File: config.mk
export PLATFORM = sky130hd
export DESIGN_NAME = uart_rx_fifo
export DESIGN_NICKNAME = d
export VERILOG_FILES = /design/src/rtl/uart_rx_fifo.sv
export SDC_FILE = /design/constraint.sdc
export NUM_CORES = 1
export LEC_CHECK = 0
export BUFFER_PORTS_ARGS = -buffer_cell sky130_fd_sc_hd__buf_2
export CORE_MARGIN = 2
export CORE_UTILIZATION = 50
export DETAILED_ROUTE_END_ITERATION = 10
export GPL_TIMING_DRIVEN = 0
export HOLD_SLACK_MARGIN = 0.12
export MAX_ROUTING_LAYER = met4
export PLACE_DENSITY = 0.67
export SLEW_MARGIN = 15
export SYNTH_ARGS = -nofsm -noshare
export SYNTH_HDL_FRONTEND = slang
export SYNTH_SLANG_ARGS = --single-unit
File: constraint.sdc
create_clock -name clock -period 4.9 [get_ports clock]
set_input_delay 0.735 -clock clock [delete_from_list [all_inputs] [get_ports clock]]
set_output_delay 0.735 -clock clock [all_outputs]
set_load 0.1 [all_outputs]
File: src/rtl/uart_rx_fifo.sv
// uart_rx_fifo: 8N1 UART receiver with 16x oversampling and a small
// first-word-fall-through receive FIFO on a valid/ready interface.
// Framing errors and overruns are reported as single-cycle pulses.
module uart_rx_fifo #(
    parameter int CLK_HZ     = 10_000_000,
    parameter int BAUD       = 9600,
    parameter int FIFO_DEPTH = 4
) (
    input  logic       clock,
    input  logic       reset,
    input  logic       rx,
    output logic [7:0] rx_data,
    output logic       rx_valid,
    input  logic       rx_ready,
    output logic       frame_err,
    output logic       overrun,
    output logic       busy
);

    // Oversample divider: one tick per 1/16 bit.
    localparam int DIV = CLK_HZ / (BAUD * 16);
    localparam int DW  = $clog2(DIV);
    localparam int AW  = $clog2(FIFO_DEPTH);
    localparam int CW  = AW + 1;

    typedef enum logic [1:0] {
        IDLE  = 2'd0,
        START = 2'd1,
        DATA  = 2'd2,
        STOP  = 2'd3
    } state_t;

    // ------------------------------------------------------------------
    // Input synchronizer
    // ------------------------------------------------------------------
    logic [1:0] sync_q;
    logic       rxs;

    // Two flops bring the asynchronous line into the clock domain; idle is high.
    always_ff @(posedge clock or posedge reset) begin
        if (reset) sync_q <= 2'b11;
        else       sync_q <= {sync_q[0], rx};
    end

    assign rxs = sync_q[1];

    // ------------------------------------------------------------------
    // Tick divider
    // ------------------------------------------------------------------
    logic [DW-1:0] div_q;
    logic          tick;
    logic          div_clr;

    assign tick = (div_q == DW'(DIV - 1));

    // Free-running divider, re-phased on the start edge so ticks line up with bit centres.
    always_ff @(posedge clock or posedge reset) begin
        if (reset)                div_q <= '0;
        else if (div_clr || tick) div_q <= '0;
        else                      div_q <= div_q + 1'b1;
    end

    // ------------------------------------------------------------------
    // Receive FSM
    // ------------------------------------------------------------------
    state_t     state_q, state_d;
    logic [3:0] s_q, s_d;
    logic [2:0] bit_q, bit_d;
    logic [7:0] shreg_q, shreg_d;
    logic       push;
    logic       ferr_d;

    // FSM state, sample counter, bit index and assembled byte.
    always_ff @(posedge clock or posedge reset) begin
        if (reset) begin
            state_q <= IDLE;
            s_q     <= '0;
            bit_q   <= '0;
            shreg_q <= '0;
        end else begin
            state_q <= state_d;
            s_q     <= s_d;
            bit_q   <= bit_d;
            shreg_q <= shreg_d;
        end
    end

    // Next-state logic: validate start at mid-bit, sample data and stop at bit centres.
    always_comb begin
        state_d = state_q;
        s_d     = s_q;
        bit_d   = bit_q;
        shreg_d = shreg_q;
        div_clr = 1'b0;
        push    = 1'b0;
        ferr_d  = 1'b0;
        case (state_q)
            IDLE: begin
                if (!rxs) begin
                    state_d = START;
                    s_d     = '0;
                    div_clr = 1'b1;
                end
            end
            START: begin
                if (tick) begin
                    if (s_q == 4'd7) begin
                        if (rxs) begin
                            // Line went back high before mid-start: a glitch, drop it.
                            state_d = IDLE;
                        end else begin
                            state_d = DATA;
                            s_d     = '0;
                            bit_d   = '0;
                        end
                    end else begin
                        s_d = s_q + 4'd1;
                    end
                end
            end
            DATA: begin
                if (tick) begin
                    if (s_q == 4'd15) begin
                        // LSB arrives first, so shifting in from the top leaves it at bit 0.
                        shreg_d = {rxs, shreg_q[7:1]};
                        s_d     = '0;
                        if (bit_q == 3'd7) state_d = STOP;
                        else               bit_d   = bit_q + 3'd1;
                    end else begin
                        s_d = s_q + 4'd1;
                    end
                end
            end
            STOP: begin
                if (tick) begin
                    if (s_q == 4'd15) begin
                        // Leave at mid-stop so a back-to-back start edge is not missed.
                        s_d     = '0;
                        state_d = IDLE;
                        if (rxs) push   = 1'b1;
                        else     ferr_d = 1'b1;
                    end else begin
                        s_d = s_q + 4'd1;
                    end
                end
            end
            default: state_d = IDLE;
        endcase
    end

    assign busy = (state_q != IDLE);

    // ------------------------------------------------------------------
    // Receive FIFO (first-word fall-through)
    // ------------------------------------------------------------------
    logic [7:0]    mem [FIFO_DEPTH];
    logic [AW-1:0] wr_ptr, rd_ptr;
    logic [CW-1:0] count;
    logic          full;
    logic          pop;
    logic          wr_en;

    assign rx_valid = (count != '0);
    assign full     = (count == CW'(FIFO_DEPTH));
    assign pop      = rx_valid && rx_ready;
    // A pop in the same cycle frees the slot, so a full FIFO can still accept.
    assign wr_en    = push && (!full || pop);
    assign rx_data  = mem[rd_ptr];

    // Storage is cleared on reset so the head reads as zero while empty.
    always_ff @(posedge clock or posedge reset) begin
        if (reset) begin
            for (int i = 0; i < FIFO_DEPTH; i++) mem[i] <= '0;
        end else if (wr_en) begin
            mem[wr_ptr] <= shreg_q;
        end
    end

    // Pointers wrap naturally at the power-of-two depth; count tracks occupancy.
    always_ff @(posedge clock or posedge reset) begin
        if (reset) begin
            wr_ptr <= '0;
            rd_ptr <= '0;
            count  <= '0;
        end else begin
            if (wr_en) wr_ptr <= wr_ptr + 1'b1;
            if (pop)   rd_ptr <= rd_ptr + 1'b1;
            case ({wr_en, pop})
                2'b10:   count <= count + 1'b1;
                2'b01:   count <= count - 1'b1;
                default: count <= count;
            endcase
        end
    end

    // Error pulses, registered so they line up with the FIFO update.
    always_ff @(posedge clock or posedge reset) begin
        if (reset) begin
            frame_err <= 1'b0;
            overrun   <= 1'b0;
        end else begin
            frame_err <= ferr_d;
            overrun   <= push && full && !pop;
        end
    end

endmodule
Word level (Yosys, flattened, before mapping)
Index checks and enable logic that the tools add are counted.
Storage, ports and cells
  output and inout bits: 12
  bits in latches: 0
  input bits: 4
  bits in registers: 67
  memories: 0
  logic and storage cells: 107
  RAM bits: 0
  memory bits (read-only): 0
Operators by class
  multiplexer cells: 40
  add/subtract/negate cells: 7
  divide/modulo/power cells: 0
  equal/unequal tests: 21
  bitwise gates (word level): 2
  order comparisons: 3
  reduce and logical (&&, ||, !) cells: 19
  shifts and indexed selects: 0
  multiply operators: 0
Operators with widths (number)
  bitwise mux 32 bit: 1
  2-to-1 mux 8 bit: 3
  2-to-1 mux 4 bit: 5
  != test 2 bit, second input constant: 10
  2-to-1 mux 2 bit: 9
  2-to-1 mux 3 bit: 6
  binary-select mux 8 bit (select 2 bit): 1
  demux 8 bit (select 2 bit): 1
  one-hot mux 3 bit (2 select lines): 2
  one-hot mux 4 bit (3 select lines): 1
  2-to-1 mux 1 bit: 9
  one-hot mux 2 bit (4 select lines): 1
  AND reduction 8 bit: 1
  adder 7 x 1 -> 7 bit, second input constant: 1
  equality test 7 bit, second input constant: 1
  2-to-1 mux 7 bit: 1
  AND reduction 7 bit: 1
  adder 3 x 1 -> 3 bit, second input constant: 2
  equality test 2 bit, second input constant: 3
  equality test 3 bit, second input constant: 2
  greater-or-equal comparator 3 bit, second input constant: 2
  inverter 2 -> 3 bit: 2
  nonzero test 2 bit: 3
  logical AND 1 bit: 5
  15 further kinds: 19

Longest topological paths before layout
  depth after elaboration: 7
  gate-level depth with buffers: 13
  mapped depth without buffers: 12

Worst setup path before layout
Ideal clock, no wire load.
  kind: in2reg
  start point: input rx_ready
  end point: register count[2]
  setup time: 0.079 ns
  data required time: 4.821 ns
  stages: 8
  slack: 2.436 ns
  data arrival time: 2.385 ns
  cell sequence: nor4b_1 -> nand3b_1 -> ha_1 -> inv_1 -> fa_1 -> xor2_1 -> nor2_1 -> xor2_1
Between the ends
  cells in the longest elaborated chain, start to end: 5
  elaborated cells between the ends (all ways): 7
  classes of those cells: eq/ne: 2; mux: 1; reduce/logical: 4
Ends and longest elaborated chain
  start: declaration: RTL line 14  | input logic rx_ready,
  logical AND 1 bit *: RTL line 165  | assign pop = rx_valid && rx_ready;
  logical OR 1 bit: RTL line 167  | assign wr_en = push && (!full || pop);
  logical AND 1 bit: RTL line 167
  equality test 2 x 1 -> 1 bit or equality test 2 bit (tied branches): RTL line 188  | case ({wr_en, pop})
  one-hot mux 3 bit (2 select lines) or nonzero test 2 bit (tied branches)
  end signal: assignment: RTL line 189  | 2'b10: count <= count + 1'b1;
  end signal: assignment: RTL line 190  | 2'b01: count <= count - 1'b1;
  end signal: assignment: RTL line 191  | default: count <= count;
  end: declaration: RTL line 158  | logic [CW-1:0] count;
Every way passes the cells marked *; elsewhere a longest branch is shown, timed or not.
A chain may end at the register's enable or synchronous reset.

Worst setup path after layout
  start point: register rd_ptr[0]
  end point: output rx_data[6]
Between the ends
  cells in the longest elaborated chain, start to end: 4
Ends and longest elaborated chain
  start: declaration: RTL line 157  | logic [AW-1:0] wr_ptr, rd_ptr;
  start signal: assignment: RTL line 187  | if (pop) rd_ptr <= rd_ptr + 1'b1;
  inverter 2 -> 3 bit (not written as such): RTL line 168  | assign rx_data = mem[rd_ptr];
  binary-select mux 8 bit (select 2 bit): RTL line 168
  2-to-1 mux 8 bit (not written as such) (2 in a row): RTL line 168
  end: declaration: RTL line 12  | output logic [7:0] rx_data,
No other way between the ends. The select of a mux whose other input is x is not followed.

==> results.sh <==
export IMPL_rsz0062_at_grt="no"
export IMPL_drc=0
export IMPL_worstPathRequired_ns=4.16
export IMPL_max_freq_ghz=0.340
export IMPL_die_area_mm2=0.00704
export IMPL_initial_core_util_pct=50.9
export IMPL_grt_antenna_before_repair=0
export IMPL_holdBufCountCts=0
export IMPL_die_w_um=83.9
export IMPL_cp_end_kind="output pin"
export IMPL_grt_usage_pct=16.6
export IMPL_cts_made_buffers=9
export IMPL_port_buffers=15
export IMPL_pwr_share_comb_pct=14.9
export IMPL_rows=29
export IMPL_synth_seq_cells=67
export IMPL_fin_crit_ns=2.94
export IMPL_crit_buf_inv=2
export IMPL_powerDensity_mw_per_mm2=340
export IMPL_insertion_delay_ns=0.33
export IMPL_cts_root_buf="clkbuf_8"
export IMPL_cts_sinks=67
export IMPL_core_area_mm2=0.00628
export IMPL_cts_htree_levels=3
export IMPL_grt_pass1_wl_um=8710
export IMPL_synth_cell_types=43
export IMPL_ios=16
export IMPL_cts_buffer_depth=2
export IMPL_wl_per_cell_um=15.3
export IMPL_final_setup_skew_ns=0.00782
export IMPL_dp_hpwl_um=3520
export IMPL_avgSynthCellArea_um2=13.6
export IMPL_first_pass_iters=4
export IMPL_critical_path_max_fanout=10
export IMPL_tritoncts="yes"
export IMPL_ys_async_sr_fraction_pct=100
export IMPL_drtIter0Drc=96
export IMPL_period_share_pct=60.1
export IMPL_vias_per_cell=5.45
export IMPL_diodes=0
export IMPL_startpoint_type="flop"
export IMPL_worst_slew_pin_slew_ns=0.968
export IMPL_maxCapViolCount=0
export IMPL_slew_viol_final=0
export IMPL_drive_above_1_share_pct=34.0
export IMPL_cp_arrival_ns=2.21
export IMPL_area_growth_pct=12.4
export IMPL_yosys_warnings=0
export IMPL_place_gp_congestion=0.761
export IMPL_grt_pass1_vias=1834
export IMPL_cpMaxStageDelayCell="clkbuf_1"
export IMPL_leakagePower_nw=1.79
export IMPL_path_clk_slew_ns=0.06
export IMPL_grt_max_degree=53
export IMPL_r2r_slack_ns=2.28
export IMPL_grt_overflow_total=0
export IMPL_p_seq_share_pct=48.4
export IMPL_outcome="finished, final reports clean"
export IMPL_syn_inst=234
export IMPL_p_sw_uw=315
export IMPL_ys_flop_type="dfrtp_1"
export IMPL_synth_enable_flop_cells=0
export IMPL_num_nets_final=276
export IMPL_cts_repair_resized=0
export IMPL_cp_cell_sequence="clkbuf_1, mux4_2, buf_2"
export IMPL_yosysSeqAreaShare_pct=52.6
export IMPL_setup_viol=0
export IMPL_hold_ws_ns=0.325
export IMPL_num_vias=1863
export IMPL_die_y_um=83.9
export IMPL_clockPowerShare_pct=36.7
export IMPL_timing_hold_worst_class="in2async"
export IMPL_vdd_ir_drop_max_v=0.000245
export IMPL_slew_headroom_pct=34.9
export IMPL_final_hold_violation_count=0
export IMPL_cp_top_family="buffers and inverters"
export IMPL_wirelength_um=5230
export IMPL_cts_setup_buffers=0
export IMPL_max_stage_delay_ns=0.63
export IMPL_synth_nets=249
export IMPL_worstSetupPathType="reg2out"
export IMPL_swShare_pct=25.8
export IMPL_drtAntennaViolNets=0
export IMPL_tns_ns=0
export IMPL_netlist_area_mm2=0.00319
export IMPL_p_int_uw=906
==> power by group through the flow <==
stage                     Clock (mW)  Sequential, mW  Combinational, mW
after floorplan                    0           0.598              0.149
after global placement             0           0.600              0.179
after detailed placement           0           0.601              0.186
after CTS                      0.463           0.590              0.187
after global routing           0.489           0.594              0.202
final                          0.448           0.591              0.182
==> path summary, 6_finish.rpt <==
| kind | start | to | cells after the start |
|---|---|---|---|
| worst max-delay path | rd_ptr[0]$_DFFE_PP0P_ | rx_data[6] | 3 |
| worst min-delay path | reset | div_q[5]$_DFF_PP0_ | 2 |
| worst max register to register | div_q[5]$_DFF_PP0_ | count[2]$_DFFE_PP0P_ | 11 |
| worst min register to register | sync_q[0]$_DFF_PP1_ | sync_q[1]$_DFF_PP1_ | 0 |
| max in group asynchronous | reset | wr_ptr[1]$_DFFE_PP0P_ | 3 |
| min in group clock | sync_q[0]$_DFF_PP1_ | sync_q[1]$_DFF_PP1_ | 0 |
==> cell usage after synthesis (2+ instances only) <==
cell | count | area share [%]
nand3_1 | 5 | 0.78
xor2_1 | 6 | 1.6
nand2_4 | 4 | 1.4
and3b_1 | 2 | 0.55
mux4_2 | 8 | 5.6
mux2_1 | 2 | 0.71
nand2_1 | 9 | 1.1
mux2i_1 | 2 | 0.63
nor2b_1 | 4 | 0.78
mux2_2 | 35 | 12
nand3b_1 | 2 | 0.47
o31a_1 | 2 | 0.55
xnor2_1 | 6 | 1.6
nor4b_1 | 3 | 0.82
dfstp_2 | 2 | 1.6
nand4b_1 | 2 | 0.55
and2_1 | 2 | 0.39
mux2_4 | 7 | 3.3
nor2_1 | 12 | 1.4
nor3_1 | 3 | 0.47
o21ai_0 | 5 | 0.78
and3_1 | 3 | 0.59
ha_1 | 10 | 3.9
dfrtp_1 | 65 | 51
clkbuf_1 | 5 | 0.59
inv_1 | 11 | 1.3
==> cell usage in the layout (no fill, tap or decap), types with 2 or more instances in the layout <==
cell	count
and3_1	3
nor4b_1	3
nand2_4	4
mux2i_1	2
nand3b_1	2
ha_1	10
nor2_1	12
mux4_2	8
nand4b_1	2
o21ai_0	5
and2_1	2
dfstp_2	2
mux2_2	35
clkbuf_1	7
nor2b_1	4
nor3_1	3
nand2_1	9
xnor2_1	6
xor2_1	6
nand3_1	5
dfrtp_1	65
o31a_1	2
and3b_1	2
inv_1	10
buf_2	15
mux2_4	7
mux2_1	2
clkbuf_8	11
==> per-layer routing <==
metal | track usage, % | vias to the layer above | wire (µm)
met3 | 4.55 | 5 | 153
met5 | - | - | 0
li1 | - | 891 | -
met2 | 25.5 | 27 | 2560
met4 | 7.92 | 0 | 49
met1 | 20.6 | 940 | 2460
==> registers in the layout, summed over array words and instances, names as in the netlist, named ones only <==
register,cells
count,3
div_q,7
state_q,1
shreg_q,8
bit_q,3
s_q,4
rd_ptr,2
overrun,1
mem,32
frame_err,1
wr_ptr,2
sync_q,2
==> through the flow <==
stage	util (%)	area, µm²	cells	power, mW	worst slack (ns)
after CTS	57.2	3590	342	1.24	1.89
after floorplan	-	3190	234	0.747	2.44
after detailed placement	54.1	3390	327	0.787	2.10
after global placement	53.6	3360	326	0.779	1.67
after global routing	57.2	3590	342	1.28	1.82
final	57.2	3590	342	1.22	1.96
==> cells by family after synthesis <==
group,Yosys count,share of synthesized area (%)
DFF,67,52.6
xor gates and xnor gates,12,3.29
and+or+nand+nor,58,11.7
AOI/OAI and AO/OA,14,3.06
muxes,54,22.6
buffers and inverters,18,2.23
adders and majority gates,11,4.55
==> final cells by class <==
cell class | instances | area, µm²
fill | 522 | 2690
sequential | 67 | 1680
multi-input combinational | 149 | 1440
clock buffer | 13 | 159
timing repair buffer | 16 | 103
tap | 77 | 96.3
inverter | 11 | 43.8
clock inverter | 2 | 35.0
buffer | 7 | 30.0
(Power assumes the default switching activity.)
